File: src/rtl/alu_seq_sliced.sv
// Multi-cycle ALU: processes a WIDTH-bit operation one SLICE-bit chunk per clock,
// LSB slice first, chaining the carry between slices; valid/ready on both sides.
module alu_seq_sliced #(
    parameter int WIDTH = 32,
    parameter int SLICE = 4
) (
    input  logic             clk,
    input  logic             rst,
    input  logic             in_valid,
    output logic             in_ready,
    input  logic [WIDTH-1:0] a,
    input  logic [WIDTH-1:0] b,
    input  logic [2:0]       s,
    input  logic             cin,
    output logic             out_valid,
    input  logic             out_ready,
    output logic [WIDTH-1:0] f,
    output logic             z,
    output logic             c,
    output logic             v,
    output logic             n
);
    localparam int N     = WIDTH / SLICE;
    localparam int CNT_W = (N > 1) ? $clog2(N) : 1;
    localparam int IDX_W = (WIDTH > 1) ? $clog2(WIDTH) : 1;
    localparam logic [CNT_W-1:0] LAST = CNT_W'(N - 1);

    typedef enum logic [1:0] {
        IDLE,
        BUSY,
        DONE
    } state_t;

    state_t state;
    state_t state_next;

    logic [WIDTH-1:0] a_reg;
    logic [WIDTH-1:0] b_reg;
    logic [WIDTH-1:0] acc;
    logic [2:0]       s_reg;
    logic             carry;
    logic [CNT_W-1:0] cnt;

    logic [IDX_W-1:0] base;
    logic [SLICE-1:0] a_sl;
    logic [SLICE-1:0] b_sl;
    logic [SLICE-1:0] x_sl;
    logic [SLICE-1:0] y_sl;
    logic [SLICE-1:0] r_sl;
    logic [SLICE:0]   sum_sl;
    logic             arith;
    logic             last;
    logic             msb_carry_in;
    logic [WIDTH-1:0] assembled;

    // One slice of the datapath; subtraction is addition of the inverted operand.
    always_comb begin
        base   = IDX_W'(32'(cnt) * SLICE);
        a_sl   = a_reg[base +: SLICE];
        b_sl   = b_reg[base +: SLICE];
        arith  = (s_reg == 3'b001) || (s_reg == 3'b010) || (s_reg == 3'b011);
        x_sl   = a_sl;
        y_sl   = b_sl;
        case (s_reg)
            3'b001: begin
                x_sl = b_sl;
                y_sl = ~a_sl;
            end
            3'b010: y_sl = ~b_sl;
            default: ;
        endcase
        sum_sl = {1'b0, x_sl} + {1'b0, y_sl} + {{SLICE{1'b0}}, carry};
        // Carry into the slice MSB recovered from the sum bit; on the last slice this is bit WIDTH-1.
        msb_carry_in = x_sl[SLICE-1] ^ y_sl[SLICE-1] ^ sum_sl[SLICE-1];
        case (s_reg)
            3'b000:  r_sl = '0;
            3'b100:  r_sl = a_sl ^ b_sl;
            3'b101:  r_sl = a_sl | b_sl;
            3'b110:  r_sl = a_sl & b_sl;
            3'b111:  r_sl = '1;
            default: r_sl = sum_sl[SLICE-1:0];
        endcase
        assembled = acc;
        assembled[base +: SLICE] = r_sl;
        last = (cnt == LAST);
    end

    always_ff @(posedge clk) begin
        if (rst) begin
            state <= IDLE;
        end else begin
            state <= state_next;
        end
    end

    always_comb begin
        state_next = state;
        in_ready   = 1'b0;
        out_valid  = 1'b0;
        case (state)
            IDLE: begin
                in_ready = 1'b1;
                if (in_valid) begin
                    state_next = BUSY;
                end
            end
            BUSY: begin
                if (last) begin
                    state_next = DONE;
                end
            end
            DONE: begin
                out_valid = 1'b1;
                if (out_ready) begin
                    state_next = IDLE;
                end
            end
            default: state_next = IDLE;
        endcase
    end

    // Visible result only updates on the final slice, so no partial value ever leaks out.
    always_ff @(posedge clk) begin
        if (rst) begin
            a_reg <= '0;
            b_reg <= '0;
            s_reg <= '0;
            acc   <= '0;
            carry <= 1'b0;
            cnt   <= '0;
            f     <= '0;
            z     <= 1'b0;
            c     <= 1'b0;
            v     <= 1'b0;
            n     <= 1'b0;
        end else begin
            case (state)
                IDLE: begin
                    if (in_valid) begin
                        a_reg <= a;
                        b_reg <= b;
                        s_reg <= s;
                        carry <= cin;
                        cnt   <= '0;
                    end
                end
                BUSY: begin
                    acc   <= assembled;
                    carry <= sum_sl[SLICE];
                    cnt   <= cnt + CNT_W'(1);
                    if (last) begin
                        f <= assembled;
                        z <= (assembled == '0);
                        n <= assembled[WIDTH-1];
                        c <= arith & sum_sl[SLICE];
                        v <= arith & (msb_carry_in ^ sum_sl[SLICE]);
                    end
                end
                default: ;
            endcase
        end
    end

endmodule

File: config.mk
export PLATFORM = sky130hd
export DESIGN_NAME = alu_seq_sliced
export DESIGN_NICKNAME = d
export VERILOG_FILES = /design/src/rtl/alu_seq_sliced.sv
export SDC_FILE = /design/constraint.sdc
export NUM_CORES = 1
export LEC_CHECK = 0
export BUFFER_PORTS_ARGS = -buffer_cell sky130_fd_sc_hd__buf_2
export CAP_MARGIN = 15
export CORE_MARGIN = 2
export CORE_UTILIZATION = 36
export DETAILED_ROUTE_END_ITERATION = 12
export SLEW_MARGIN = 20
export SYNTH_ARGS = -nofsm -noshare
export SYNTH_HDL_FRONTEND = slang
export SYNTH_SLANG_ARGS = --single-unit
export TNS_END_PERCENT = 10
File: constraint.sdc
create_clock -name clk -period 5.7 [get_ports clk]
set_input_delay 0.855 -clock clk [delete_from_list [all_inputs] [get_ports clk]]
set_output_delay 0.855 -clock clk [all_outputs]
set_load 0.005 [all_outputs]
; Word level (Yosys, flattened, before mapping)
; Cells that the tools add are included.
[totals]
reg_bits = 141
inputBits = 72
out_inout_bits = 38
word_cells = 67
[classes]
addsub = 4
n_eq_ne = 13
n_shift = 4
mux = 14
n_bitwise = 10
n_reduce_logical = 10
[op_table]
columns = operator, count
row1 = 32-bit by 6-bit variable part select with 4-bit output, 2
row2 = 32-bit bitwise mux, 1
row3 = 32-bit zero test, 1
row4 = "4-bit by 7-bit variable shift with 32-bit output, first input constant", 1
row5 = 4-bit by 7-bit variable part select with 32-bit output, 1
row6 = 4-bit one-hot mux with 5 select lines, 1
row7 = "3-bit == test, second input constant", 5
row8 = 4-bit NOT, 2
row9 = 4-bit one-hot mux with 2 select lines, 1
row10 = 5-bit negator with 7-bit output, 1
row11 = "3-bit by 2-bit == test with 1-bit output, second input constant", 2
row12 = 2-bit 2-to-1 mux, 3
row13 = "2-bit != test, second input constant", 3
row14 = 2-bit one-hot mux with 3 select lines, 1
row15 = 3-bit one-hot mux with 2 select lines, 1
row16 = 2-bit AND reduction, 3
row17 = 4-bit by 4-bit adder with 5-bit output, 1
row18 = 5-bit by 1-bit adder with 5-bit output, 1
row19 = 4-bit AND, 1
row20 = 4-bit 2-to-1 mux, 1
row21 = 4-bit bitwise OR, 1
row22 = 4-bit XOR, 1
row23 = "3-bit by 1-bit adder with 3-bit output, second input constant", 1
row24 = "3-bit by 1-bit == test with 1-bit output, second input constant", 1
row25 = 12 further kinds, 18

; Logic depth before layout (Yosys ltp)
[logic_depth]
ltp_word = 9
depth_mapped = 17
depth_no_buf = 14

; Worst setup path after synthesis
; OpenSTA, ideal clock, no wires.
[synth_path]
path_kind = register to register
start = register cnt[0]
end = register z
setup_ns = 0.087
arrival_ns = 4.509
required_ns = 5.613
setup_slack_ns = 1.104
path_stages_with_launch = 17
path_buffers = 2
synth_period_minus_slack_ns = 4.596
cell_sequence = dfxtp_1 > buf_2 > buf_2 > mux4_2 > nand2_1 > nand2_1 > a22oi_1 > o22ai_1 > fa_1 > fa_1 > xnor2_1 > or3_4 > a32o_1 > nand4bb_1 > or4_1 > nand4bb_1 > o31ai_1
[synth_via]
elab_chain_len = 9
word_cells_on_any_way = 19
classes_between = add/sub (3) / eq/ne (1) / shift (4) / mux (4) / bitwise (5) / reduce/logical (2)
[synth_lines]
columns = element, line
row1 = start: declaration, 42  ; logic [CNT_W-1:0] cnt;
row2 = start signal: assignment, 150  ; cnt <= cnt + CNT_W'(1);
row3 = "32-bit by 6-bit variable part select with 4-bit output, on equally long branches", "60, 59"
row4 = "4-bit NOT, on equally long branches", "69, 67"
row5 = 4-bit one-hot mux with 2 select lines, 64  ; case (s_reg)
row6 = 4-bit by 4-bit adder with 5-bit output, 72  ; sum_sl = {1'b0, x_sl} + {1'b0, y_sl} + {{SLICE{1'b0}}, carry};
row7 = 5-bit by 1-bit adder with 5-bit output, 72
row8 = 4-bit one-hot mux with 5 select lines, 75  ; case (s_reg)
row9 = 4-bit by 7-bit variable part select with 32-bit output, 84  ; assembled[base +: SLICE] = r_sl;
row10 = 32-bit bitwise mux, 84
row11 = 32-bit zero test, 153  ; z <= (assembled == '0);
row12 = end signal: assignment, 153
row13 = end: declaration, 18  ; output logic z,
; Parallel ways exist; a longest one is shown, timed or not.
; A chain may end at the register's enable or synchronous reset.

; Worst setup path in the final report
; Ends and elaborated chain as after synthesis.

==> flow_metrics.py <==
metrics = {
    "run_status": {
        "status": "complete, no violations",
    },
    "placement": {
        "place_ws_ns": 1.12,
        "dp.cells": 1071,
        "place_area_sq_mm": 0.00721,
        "place_congestion": 0.858,
        "hpwlAfterDp_microns": 12500,
        "place.port_buffers": 109,
    },
    "synthesis": {
        "ys_types": 59,
        "synth_area_leaders": "dfxtp_1, nand2_1, a21oi_1",
        "async_reset_ff_share_pct": 0,
        "synth.cell_area_sq_mm": 0.00655,
        "synth_top_cell_by_area": "dfxtp_1",
        "syn_nets": 877,
        "yosysSeqAreaShare_pct": 42.8,
        "synth.avg_cell_area_sq_um": 8.34,
        "synth_edf_count": 0,
        "synth_cells": 785,
        "synth_top_area_share_pct": 42.8,
        "ys.warnings.count": 0,
        "synth_ff_type": "dfxtp_1",
        "ys_ff_latch": 140,
    },
    "routing": {
        "vias_per_cell": 5.24,
        "initialDrtViolationCount": 495,
        "firstDrtPassIters": 5,
        "drtAntennaViolNets": 0,
        "wl_per_cell_microns": 16.0,
        "drt_wl_total_microns": 17600,
        "vias": 5778,
        "remaining_drc_errors": 0,
    },
    "timing": {
        "finalCritPeriodShare_pct": 80.0,
        "fmax_mhz": 219,
        "setup_tns_ns": 0,
        "rsz0062_at_grt": "false",
        "hold_violations": 0,
        "setup_viol": 0,
        "tightestPinTransition_ns": 0.966,
        "min_period_ns": 4.56,
        "slew_headroom_pct": 35.6,
        "final_max_slew_viol_count": 0,
        "setup_ws_ns": 1.14,
        "fin_skew_ns": 0.00823,
    },
    "setup_path": {
        "required_ns": 6.04,
        "worstSetupStartpointType": "register",
        "path_class": "register to register",
        "path_cells": "buf_4 > mux4_2 > nand2_1 > nand2_1 > a22oi_1 > o22ai_1 > fa_1 > fa_1 > xnor2_1 > or3_4 > a32o_1 > nand4bb_1 > or4_1 > nand4bb_1 > o31ai_1",
        "critPathMaxFanout": 10,
        "crit_family": "simple AND/OR/NAND/NOR gates",
        "critPathBufInv": 1,
        "arrival_ns": 4.90,
        "worst_setup_path_end_kind": "register",
        "cpPeakStageDelay_ns": 0.60,
        "cp_slowest_cell": "dfxtp_1",
    },
    "floorplanning": {
        "coreArea_sq_mm": 0.0179,
        "die_width_microns": 139,
        "dieArea_sq_mm": 0.0193,
        "rows": 49,
        "start_util_pct": 36.6,
        "die_height_microns": 139,
        "pin_count": 110,
    },
    "power": {
        "seqPwrFrac_pct": 41.1,
        "combPwrFrac_pct": 12.2,
        "clkPwrFrac_pct": 46.7,
        "power_density_mw_per_mm2": 327,
        "peakVddDrop_uv": 222,
        "swShare_pct": 24.8,
        "leakage_nw": 3.15,
        "p_int_w": 0.00193,
        "p_switching_w": 0.000638,
    },
    "finish": {
        "fin_nets": 953,
        "area_delta_synth_final_pct": 19.8,
        "final_area_sq_mm": 0.00785,
        "final_util_pct": 43.8,
        "drive_gt1_share_pct": 19.9,
        "fin_cells": 1103,
    },
    "global_route": {
        "grt-ovfl-total": 0,
        "grt_pass1_wl_microns": 28300,
        "grt_max_degree": 93,
        "antenna_found_initial": 1,
        "gr-usage-all-layers_pct": 18.3,
        "grt_pass1_vias": 5370,
    },
    "clock_tree": {
        "post_cts_buffers": 0,
        "htreeDepth": 4,
        "cts_tree": "done",
        "cts_sinks": 140,
        "cts_root_buf": "clkbuf_16",
        "hold_buffers": 0,
        "cts-resized-gates": 0,
        "cts_inserted_buffers": 17,
        "insertion_delay_ns": 0.42,
        "clk_path_buf_depth": 2,
        "cts.clk_slew.worst_paths_ns": 0.06,
    },
    "job": {
        "maxCapViolCount": 0,
    },
    "min_path": {
        "hold_path.class": "register to register",
    },
}
[area by class of cell]
type                            instances  area (sq um)
Tap cell                              229           287
Antenna cell                            1          2.50
Clock inverter                         11           193
Timing Repair Buffer                  118           616
Inverter                               24          90.1
Sequential cell                       140          2800
Multi-Input combinational cell        560          3410
Fill cell                            1833         10100
Clock buffer                           20           447
[synth_stat cells, types with 5 or more instances]
library cell and number:
a22oi_1 23, and2_1 7, ha_1 18, inv_1 22, o21ai_0 14, nor3_1 18, nor2_1 77, clkbuf_1 46
mux2i_1 16, a221oi_1 5, buf_2 10, a211oi_1 37, dfxtp_1 140, nand2_1 162, mux4_2 16, nor2b_1 5
nand3_1 14, a21oi_1 89
[stage by stage]
stage | total power (W) | hold WS, ns
floorplan | 0.00130 | 0.433
global placement | 0.00139 | 0.441
detailed placement | 0.00139 | 0.448
CTS | 0.00259 | 0.455
global route | 0.00267 | 0.475
finish | 0.00257 | 0.454
[final timing paths]
path,from,end,slack [ns],cells after the start
min,b_reg[0],b_reg[0],0.45,2
max reg2reg,cnt[0],z,1.14,15
min reg2reg,b_reg[0],b_reg[0],0.45,2
max,cnt[0],z,1.14,15
[kinds of logic after synthesis]
| logic type | synth area share, % |
|---|---|
| compound gates | 18.5 |
| fa+ha+maj | 4.05 |
| mux | 8.12 |
| xor+xnor | 0.267 |
| simple gates | 21.0 |
| buf+inv | 5.23 |
| flops | 42.8 |
[cell usage in the layout (no fill, tap or decap), types with 2 or more instances in the layout]
master	count
buf_2	108
and2_2	2
inv_1	22
mux2i_1	16
a32o_1	2
dfxtp_1	140
nor2_1	77
or3_1	3
or4_1	2
clkinvlp_4	5
ha_1	18
bufinv_16	5
nand3_1	14
nand4b_1	4
nand4bb_1	2
nand2_1	161
buf_4	10
a31oi_1	2
and2b_1	2
fa_1	2
o22ai_1	4
clkbuf_1	2
a221oi_1	5
nor2b_1	4
o21bai_1	2
a22o_1	3
nor3_1	18
nand4_1	2
a211oi_1	37
o21ai_0	14
mux4_2	16
nand2b_1	3
and2_1	5
a22oi_1	23
clkbuf_16	17
a32oi_1	2
a21oi_1	89
a311oi_1	2
inv_2	2
[per-layer routing]
metal / part of all wire, % / routed length, microns / global-route usage (%)
met1: 46 / 8160 / 25.2
met2: 46 / 8130 / 28.4
met3: 5.9 / 1040 / 4.28
met4: 1.7 / 299 / 6.22
met5: 0 / 0 / 0
[tightest hold or removal path, stage by stage, from the launching register on]
cell and delay, ns:
dfxtp_1 0.31, nand2_1 0.05, a21oi_1 0.05
[power by group through the flow]
stage	sequential (W)	combinational [W]	clock (W)
6_report	0.00106	0.000312	0.00120
5_1_grt	0.00106	0.000350	0.00126
4_1_cts	0.00106	0.000312	0.00122
2_1_floorplan	0.00106	0.000234	0
3_3_place_gp	0.00108	0.000307	0
3_5_place_dp	0.00108	0.000310	0
Power figures use the tool's default switching activity.
